==> src/rtl/calc_pkg.sv <==
// Shared opcodes, result-register op encodings and controller states for calc_ctrl.
// No logic of its own; imported by the controller.
package calc_pkg;

  localparam logic [2:0] OP_ADD = 3'b000;
  localparam logic [2:0] OP_SUB = 3'b001;
  localparam logic [2:0] OP_SHL = 3'b010;
  localparam logic [2:0] OP_SHR = 3'b011;
  localparam logic [2:0] OP_MUL = 3'b100;

  localparam logic [1:0] REG_HOLD = 2'b00;
  localparam logic [1:0] REG_LOAD = 2'b01;
  localparam logic [1:0] REG_SHR  = 2'b10;
  localparam logic [1:0] REG_SHL  = 2'b11;

  typedef enum logic [2:0] {
    IDLE,
    LOAD,
    SHIFT,
    MSHL,
    MADD,
    SAT,
    DONE
  } state_t;

  function automatic logic op_legal(input logic [2:0] op);
    return (op <= OP_MUL);
  endfunction

endpackage

==> src/rtl/calc_addsub.sv <==
// W-bit unsigned add/subtract with carry (add) or borrow (sub) out; purely combinational.
// Zero latency, no handshake: the caller owns operand selection and timing.
module calc_addsub #(
  parameter int W = 5
) (
  input  logic [W-1:0] x,
  input  logic [W-1:0] y,
  input  logic         sub,
  output logic [W-1:0] sum,
  output logic         co
);

  logic [W:0] r;

  // The extra top bit is the carry for an add and the borrow for a subtract.
  always_comb begin
    r = sub ? ({1'b0, x} - {1'b0, y}) : ({1'b0, x} + {1'b0, y});
  end

  assign sum = r[W-1:0];
  assign co  = r[W];

endmodule

==> src/rtl/calc_ctrl.sv <==
// Sequencer driving an external W-bit load/shift register for ADD/SUB/SHL/SHR/MUL; one command at a time via start/busy/done.
// Latency 2 (ADD/SUB), 2+N (shifts), 2+W+popcount(b) (MUL), 1 (illegal); CALC_CTRL_SAT_EN adds a saturating SAT cycle on overflow.
module calc_ctrl
  import calc_pkg::*;
#(
  parameter int W  = 5,
  parameter int NW = 3
) (
  input  logic          clk,
  input  logic          rst,
  input  logic          start,
  input  logic [2:0]    opcode,
  input  logic [W-1:0]  a,
  input  logic [W-1:0]  b,
  input  logic [W-1:0]  reg_q,
  output logic [W-1:0]  reg_d,
  output logic [1:0]    op_reg,
  output logic          busy,
  output logic          done,
  output logic          ovf,
  output logic          err
);

  localparam int IW = (W > 1) ? $clog2(W) : 1;

  state_t         state, state_n;
  logic [2:0]     op_q, op_n;
  logic [W-1:0]   a_q, a_n;
  logic [W-1:0]   b_q, b_n;
  logic [NW-1:0]  cnt, cnt_n;
  logic [IW-1:0]  idx, idx_n;
  logic           ovf_q, ovf_n;
  logic           err_q, err_n;
  logic           last;

  logic [W-1:0]   as_x, as_y, as_sum;
  logic           as_sub, as_co;

  // One adder serves both LOAD (a op b) and MADD (accumulator + a).
  always_comb begin
    as_x   = a_q;
    as_y   = b_q;
    as_sub = (op_q == OP_SUB);
    if (state == MADD) begin
      as_x   = reg_q;
      as_y   = a_q;
      as_sub = 1'b0;
    end
  end

  calc_addsub #(.W(W)) u_addsub (
    .x   (as_x),
    .y   (as_y),
    .sub (as_sub),
    .sum (as_sum),
    .co  (as_co)
  );

  always_ff @(posedge clk or negedge rst) begin
    if (!rst) begin
      state <= IDLE;
      op_q  <= '0;
      a_q   <= '0;
      b_q   <= '0;
      cnt   <= '0;
      idx   <= '0;
      ovf_q <= 1'b0;
      err_q <= 1'b0;
    end else begin
      state <= state_n;
      op_q  <= op_n;
      a_q   <= a_n;
      b_q   <= b_n;
      cnt   <= cnt_n;
      idx   <= idx_n;
      ovf_q <= ovf_n;
      err_q <= err_n;
    end
  end

  always_comb begin
    state_n = state;
    op_n    = op_q;
    a_n     = a_q;
    b_n     = b_q;
    cnt_n   = cnt;
    idx_n   = idx;
    ovf_n   = ovf_q;
    err_n   = err_q;
    last    = 1'b0;
    reg_d   = '0;
    op_reg  = REG_HOLD;
    busy    = 1'b0;
    done    = 1'b0;

    case (state)
      IDLE: begin
        if (start) begin
          op_n    = opcode;
          a_n     = a;
          b_n     = b;
          cnt_n   = b[NW-1:0];
          ovf_n   = 1'b0;
          err_n   = !op_legal(opcode);
          state_n = op_legal(opcode) ? LOAD : DONE;
        end
      end

      LOAD: begin
        busy   = 1'b1;
        op_reg = REG_LOAD;
        case (op_q)
          OP_ADD, OP_SUB: begin
            reg_d = as_sum;
            ovf_n = as_co;
            last  = 1'b1;
          end
          OP_SHL, OP_SHR: begin
            reg_d = a_q;
            if (cnt == '0) last = 1'b1;
            else           state_n = SHIFT;
          end
          default: begin
            reg_d   = '0;
            idx_n   = IW'(W - 1);
            state_n = MSHL;
          end
        endcase
      end

      SHIFT: begin
        busy   = 1'b1;
        op_reg = (op_q == OP_SHL) ? REG_SHL : REG_SHR;
        if (op_q == OP_SHL) ovf_n = ovf_q | reg_q[W-1];
        cnt_n = cnt - NW'(1);
        if (cnt == NW'(1)) last = 1'b1;
      end

      // MSB-first shift-and-add; the external register is the accumulator.
      MSHL: begin
        busy   = 1'b1;
        op_reg = REG_SHL;
        ovf_n  = ovf_q | reg_q[W-1];
        if (b_q[idx])        state_n = MADD;
        else if (idx == '0)  last = 1'b1;
        else                 idx_n = idx - IW'(1);
      end

      MADD: begin
        busy   = 1'b1;
        op_reg = REG_LOAD;
        reg_d  = as_sum;
        ovf_n  = ovf_q | as_co;
        if (idx == '0) begin
          last = 1'b1;
        end else begin
          idx_n   = idx - IW'(1);
          state_n = MSHL;
        end
      end

      SAT: begin
        busy    = 1'b1;
        op_reg  = REG_LOAD;
        reg_d   = (op_q == OP_SUB) ? '0 : '1;
        state_n = DONE;
      end

      DONE: begin
        done    = 1'b1;
        state_n = IDLE;
      end

      default: state_n = IDLE;
    endcase

    // Overflow is judged including this final cycle's contribution.
    if (last) begin
`ifdef CALC_CTRL_SAT_EN
      state_n = ovf_n ? SAT : DONE;
`else
      state_n = DONE;
`endif
    end
  end

  assign ovf = ovf_q;
  assign err = err_q;

endmodule
==> config.mk <==
export PLATFORM = sky130hd
export DESIGN_NAME = calc_ctrl
export DESIGN_NICKNAME = d
export VERILOG_FILES = /design/src/rtl/calc_pkg.sv /design/src/rtl/calc_addsub.sv /design/src/rtl/calc_ctrl.sv
export SDC_FILE = /design/constraint.sdc
export NUM_CORES = 1
export LEC_CHECK = 0
export CAP_MARGIN = 10
export CORE_MARGIN = 4
export CORE_UTILIZATION = 57
export CTS_CLUSTER_DIAMETER = 150
export DETAILED_ROUTE_END_ITERATION = 12
export PLACE_DENSITY = 0.84
export SLEW_MARGIN = 5
export SYNTH_ARGS = -nofsm -noshare
export SYNTH_HDL_FRONTEND = slang
export SYNTH_SLANG_ARGS = --single-unit
==> constraint.sdc <==
create_clock -name clk -period 9.5 [get_ports clk]
set_clock_uncertainty 0.15 [all_clocks]
set_input_delay 2.85 -clock clk [delete_from_list [all_inputs] [get_ports clk]]
set_output_delay 2.85 -clock clk [all_outputs]
set_load 0.01 [all_outputs]
==> results.sh, run 1 <==
export IMPL_synth_edf_count=0
export IMPL_place_port_buffers=31
export IMPL_detail_route_vias_per_cell=5.91
export IMPL_synth_main_ff_cell="dfrtp_1"
export IMPL_outcome="finished, final reports clean"
export IMPL_avgRoutedWirePerCell_um=14.6
export IMPL_grtUsageTotal_pct=21.4
export IMPL_tritoncts="built"
export IMPL_post_synth_instance_area_um2=1970
export IMPL_ant_nets=0
export IMPL_area_growth_syn_to_layout_pct=19.1
export IMPL_hpwlAfterDp_um=3310
export IMPL_ctsHtreeMaxLevel=1
export IMPL_grt_start_max_net_pins=25
export IMPL_post_cts_resized=0
export IMPL_rsz0062_at_grt="false"
export IMPL_final_min_period_over_clock_period_pct=86.6
export IMPL_synth_ff_latch_count=24
export IMPL_final_setup_tns_ps=0
export IMPL_yosysWarningCount=0
export IMPL_worst_setup_hold_path_clk_slew_ps=130
export IMPL_start_util_pct=58.9
export IMPL_slew_headroom_pct=30.0
export IMPL_drive_above_1_share_pct=12.4
export IMPL_fp_dieH_um=66.7
export IMPL_layout_core_utilization_pct=70.2
export IMPL_synth_net_count=257
export IMPL_cp_cell_sequence="clkdlybuf4s50_1, mux2i_1, ha_1, fa_1, nor2b_1, o21ai_0, nor3b_1, a211o_1, o21ai_0, clkdlybuf4s50_1"
export IMPL_worstSetupEndpointType="output port"
export IMPL_fin_crit_ps=8220
export IMPL_post_synth_inst_count=223
export IMPL_finalHoldViolations=0
export IMPL_syn_area_per_cell_um2=8.82
export IMPL_placement_rows=21
export IMPL_drt_pre_antenna_iters=4
export IMPL_critical_path_class="input port to output port"
export IMPL_cts_setup_buffers=0
export IMPL_report_power_total_uw=853
export IMPL_grt_pass1_wl_um=7290
export IMPL_nNetsFinal=285
export IMPL_crit_path_max_fanout=2
export IMPL_finalSetupViolations=0
export IMPL_clockBufferDepth=2
export IMPL_holdWs_ps=356
export IMPL_final_max_slew_viol_count=0
export IMPL_worstSetupStartpointType="input port"
export IMPL_number_of_global_route_vias_before_repair=1593
export IMPL_timing_max_cap_violations=0
export IMPL_post_place_ws_ps=1270
export IMPL_root_buffer="clkbuf_4"
export IMPL_cts_buffer_count=3
export IMPL_die_area_um2=4450
export IMPL_sequential_fraction_of_the_synthesis_area_pct=30.5
export IMPL_antenna_diode_count=0
export IMPL_p_leak_nw=0.948
export IMPL_finalWorstSetupSlack_ps=1280
export IMPL_worst_path_max_delay_cell="clkdlybuf4s50_1"
export IMPL_cts_hold_buffers=0
export IMPL_fmax_ghz=0.122
export IMPL_synthArstFlopShare_pct=100
export IMPL_vdd_drop_max_uv=164
export IMPL_worstMarginPinSlew_ps=1050
export IMPL_routabilityCongestion=0.881
export IMPL_core_area_um2=3340
export IMPL_chip_width_um=66.7
export IMPL_power_per_cell_area_nw_per_um2=364
export IMPL_grt_antenna_before_repair=0
export IMPL_cts_sinks=24
export IMPL_gr_total_overflow=0
export IMPL_worstSkewPairLatency_ps=310
export IMPL_arrival_ps=5220
export IMPL_max_stage_delay_ps=570
export IMPL_drt_iter0_markers=142
export IMPL_worstPathRequired_ps=6500
export IMPL_drt_wl_total_um=4320
export IMPL_vias=1749
export IMPL_io_pins=32
export IMPL_synth_lib_cells_used_distinct=50
export IMPL_hold_class="flip-flop to flip-flop"
export IMPL_number_of_design_rule_violations_left_after_detail_routing=0
kinds of logic (layout without fill, tap and decap cells):
logic type      after synthesis  in the layout  synth area share [%]
xor+xnor                      8              8                  3.56
buf+inv                      21             48                  4.33
mux                          21             21                  12.5
fa+ha+maj                    13             13                  8.65
flops                        24             24                  30.5
simple gates                 71             71                  19.0
compound gates               65             65                  21.5
final timing paths:
path / start / endpoint / slack [ps] / cells past startpoint
max in group asynchronous: rst / cnt[2]$_DFFE_PN0P_ / 5640 / 1
hold reg to reg: err$_DFFE_PN0P_ / err$_DFFE_PN0P_ / 360 / 2
setup / recovery: reg_q[0] / reg_d[4] / 1280 / 10
hold / removal: err$_DFFE_PN0P_ / err$_DFFE_PN0P_ / 360 / 2
setup reg to reg: state[2]$_DFFE_PN0P_ / ovf$_DFFE_PN0P_ / 6480 / 10
min in group asynchronous: rst / idx[0]$_DFFE_PN0P_ / 2940 / 1
stage by stage:
step | instances | cell area (um2)
after floorplan | 223 | 1970
after global routing | 296 | 2340
final | 296 | 2340
after CTS | 296 | 2340
after detailed placement | 292 | 2310
after global placement | 292 | 2310
metal layers:
| layer | wire length (um) | GRT usage (%) | part of all wire [%] |
|---|---|---|---|
| met1 | 2090 | 31.2 | 48 |
| met2 | 1940 | 32.9 | 45 |
| met3 | 235 | 2.19 | 5.4 |
| met4 | 52 | 7.11 | 1.2 |
| met5 | 0 | 0 | 0 |
synth_stat cells, types with 2 or more instances:
library cell  count  area share [%]
o31ai_1           2            0.76
o21a_1            3             1.1
nor2b_1           6             1.9
dfrtp_1          24              31
a21boi_0          2            0.76
nand2b_1          6             1.9
mux2i_1           2             1.0
nand2_1          27             5.2
o31a_1            2            0.89
xnor2_1           4             1.8
mux2_2           18              10
a21oi_1          12             3.1
a22o_1            2            0.89
a31oi_1           4             1.3
clkbuf_1          3            0.57
nor3_1            3            0.76
buf_2             5             1.3
o221ai_1          2            0.89
xor2_1            4             1.8
ha_1             12             7.6
inv_1            12             2.3
nor4_1            2            0.64
nand3_1           3            0.76
o22ai_1           3            0.95
nor3b_1           5             1.9
a2bb2oi_1         3             1.3
a211oi_1          2            0.76
nor2_1            9             1.7
o21ai_0          20             5.1
registers in the layout (all words and copies together) (netlist names):
name / count
a_q: 5
b_q: 5
cnt: 3
err: 1
idx: 3
op_q: 3
ovf: 1
state: 3
power breakdown:
group	switching [mW]	internal, mW	total, mW
combinational	0.271	0.293	0.563
sequential	0.0850	0.151	0.236
clock	0.0303	0.0234	0.0537
total	0.386	0.468	0.853
area by class of cell:
cell class	instances	area (um2)
flip-flops and latches	24	601
well taps	46	57.6
clock buffers	4	36.3
repair buffers	32	318
multi-input cells	178	1290
fillers	275	993
inverters	12	45.0
cells in the final DEF (no fill, tap or decap), types with 2 or more instances in the layout:
cell	Yosys	final
mux2_2	18	18
a22o_1	2	2
o22ai_1	3	3
clkdlybuf4s50_1	0	31
a31oi_1	4	4
o21ai_0	20	20
nor2_1	9	9
o221ai_1	2	2
ha_1	12	12
mux2i_1	2	2
nand2_1	27	27
dfrtp_1	24	24
a21oi_1	12	12
xnor2_1	4	4
nor3b_1	5	4
nand2b_1	6	6
clkbuf_4	0	3
nor4_1	2	2
nor2b_1	6	6
a2bb2oi_1	3	3
a211oi_1	2	2
o31ai_1	2	2
xor2_1	4	4
nor3_1	3	3
o21a_1	3	3
inv_1	12	12
o31a_1	2	2
nand3_1	3	3
a21boi_0	2	2
worst max-delay path, delay by kind of cell:
kind | cells | cell delay [ps]
AO/OA/AOI/OAI | 3 | 380
adder cells (fa/ha/maj) | 2 | 630
buffers and inverters | 2 | 1020
multiplexers | 1 | 70
AND/OR/NAND/NOR | 2 | 260
No activity file was read; power rests on OpenSTA's default activity.
==> run 2, diff against run 1 <==
==> constraint.sdc (replaced) <==
create_clock -name clk -period 9.5 [get_ports clk]
set_clock_uncertainty 0.15 [all_clocks]
set_input_delay 1.9 -clock clk [delete_from_list [all_inputs] [get_ports clk]]
set_output_delay 1.9 -clock clk [all_outputs]
set_load 0.01 [all_outputs]
==> run 2 against run 1 <==
Compared with the run above: register-to-register slack about the same; first-iteration DRC count unchanged; die area unchanged; cell count unchanged; worst hold slack worse by 2.2 ps; combinational power about the same; sequential cell count unchanged; clock power down 19%; maximum frequency up 31%; cell area about the same.
==> results.sh, run 2 (synthesized netlist as in run 1, its figures left out) <==
export IMPL_io_pins=32
export IMPL_finalWorstSetupSlack_ps=3220
export IMPL_vias=1731
export IMPL_p_leak_nw=0.948
export IMPL_slew_headroom_pct=47.9
export IMPL_drt_iter0_markers=142
export IMPL_met2WireLength_um=1960
export IMPL_final_min_period_over_clock_period_pct=66.1
export IMPL_vdd_drop_max_uv=187
export IMPL_layout_top_registers="a_q x5, b_q x5"
export IMPL_worstPathRequired_ps=7450
export IMPL_cts_setup_buffers=0
export IMPL_number_of_global_route_vias_before_repair=1568
export IMPL_rrSetupSlack_ps=6490
export IMPL_outcome="finished, final reports clean"
export IMPL_hold_class="flip-flop to flip-flop"
export IMPL_die_area_um2=4450
export IMPL_cts_hold_buffers=0
export IMPL_timing_max_cap_violations=0
export IMPL_fillCellCount=280
export IMPL_ant_nets=0
export IMPL_cts_buffer_count=3
export IMPL_internal_power_uw=460
export IMPL_tritoncts="built"
export IMPL_rsz0062_at_grt="false"
export IMPL_antenna_diode_count=0
export IMPL_met3WireLength_um=163
export IMPL_ctsHtreeMaxLevel=1
export IMPL_avgRoutedWirePerCell_um=14.6
export IMPL_gr_total_overflow=0
export IMPL_critical_path_class="input port to output port"
export IMPL_place_port_buffers=31
export IMPL_root_buffer="clkbuf_4"
export IMPL_routabilityCongestion=0.880
export IMPL_chip_width_um=66.7
export IMPL_start_util_pct=58.9
export IMPL_worstSetupEndpointType="output port"
export IMPL_worstSetupStartpointType="input port"
export IMPL_drive_above_1_share_pct=12.4
export IMPL_area_growth_syn_to_layout_pct=19.2
export IMPL_worst_setup_hold_path_clk_slew_ps=120
export IMPL_crit_path_max_fanout=2
export IMPL_arrival_ps=4230
export IMPL_hpwlAfterDp_um=3360
export IMPL_placement_rows=21
export IMPL_post_cts_resized=0
export IMPL_clkPwrFrac_pct=5.2
export IMPL_total_switching_power_uw=385
export IMPL_power_frac_comb_pct=66.6
export IMPL_fin_crit_ps=6280
export IMPL_post_place_ws_ps=3200
export IMPL_power_per_cell_area_nw_per_um2=360
export IMPL_finalHoldViolations=0
export IMPL_layout_cells_most_common="clkdlybuf4s50_1"
export IMPL_cts_sinks=24
export IMPL_fp_dieH_um=66.7
export IMPL_worstMarginPinSlew_ps=781
export IMPL_grt_antenna_before_repair=0
export IMPL_grt_start_max_net_pins=25
export IMPL_finalSetupViolations=0
export IMPL_core_area_um2=3340
export IMPL_sequentialPowerShare_pct=28.2
export IMPL_clockBufferDepth=2
export IMPL_drt_pre_antenna_iters=6
export IMPL_wl_met1_um=2170
export IMPL_drt_wl_total_um=4330
export IMPL_grtUsageTotal_pct=20.9
export IMPL_layout_common_cells="clkdlybuf4s50_1, nand2_1, dfrtp_1"
export IMPL_nNetsFinal=286
export IMPL_number_of_design_rule_violations_left_after_detail_routing=0
export IMPL_power_switching_share_pct=45.6
export IMPL_final_setup_tns_ps=0
export IMPL_detail_route_vias_per_cell=5.85
export IMPL_fmax_ghz=0.159
export IMPL_grt_pass1_wl_um=7180
export IMPL_final_max_slew_viol_count=0
export IMPL_route_top_layer_used="met4"
export IMPL_worstSkewPairLatency_ps=310
-- run 2: changes by cell type in the layout (fill, tap and decap cells not counted) --
cell,delta
buf_8,+1
clkbuf_8,-1
-- run 2: power groups by stage --
stage	sequential [mW]	combinational (mW)	clock (mW)
finish	0.238	0.563	0.0436
global route	0.248	0.633	0.0487
detailed placement	0.238	0.560	0
floorplan	0.199	0.461	0
CTS	0.235	0.562	0.0444
global placement	0.234	0.548	0
-- run 2: worst max-delay path, cell delays in order --
cell	delay, ps
clkdlybuf4s50_1	450
mux2i_1	60
ha_1	220
fa_1	420
nor2b_1	120
o21ai_0	80
nor3b_1	140
a211o_1	220
o21ai_0	70
clkdlybuf4s50_1	550
-- run 2: final cells by class --
type,instances,area (um2),area share (%)
Multi-Input combinational cell,178,1290,54.9
Sequential cell,24,601,25.6
Timing Repair Buffer,33,333,14.2
Tap cell,46,57.6,2.45
Inverter,12,45.0,1.92
Clock buffer,3,22.5,0.961
-- run 2: worst paths after layout --
kind,cells after the start,start,end
min,2,err$_DFFE_PN0P_,err$_DFFE_PN0P_
max,10,reg_q[0],reg_d[4]
min in group asynchronous,1,rst,cnt[2]$_DFFE_PN0P_
max in group asynchronous,2,rst,b_q[0]$_DFFE_PN0P_
min reg2reg,2,err$_DFFE_PN0P_,err$_DFFE_PN0P_
max reg2reg,10,state[2]$_DFFE_PN0P_,ovf$_DFFE_PN0P_
-- run 2: per-layer routing --
layer	global-route usage, %	vias to the layer above
met2	32.7	46
met1	30.8	811
met3	2.19	4
li1	-	870
met5	0	-
met4	4.82	0
-- run 2: per-stage QoR --
step	utilization, %	power, mW	hold WS, ps	instances	cell area [um2]
floorplan	-	0.661	344	223	1970
global placement	69.1	0.782	321	292	2310
detailed placement	69.1	0.798	333	292	2310
CTS	69.8	0.842	365	295	2330
global route	70.3	0.930	391	296	2340
finish	70.3	0.845	353	296	2340
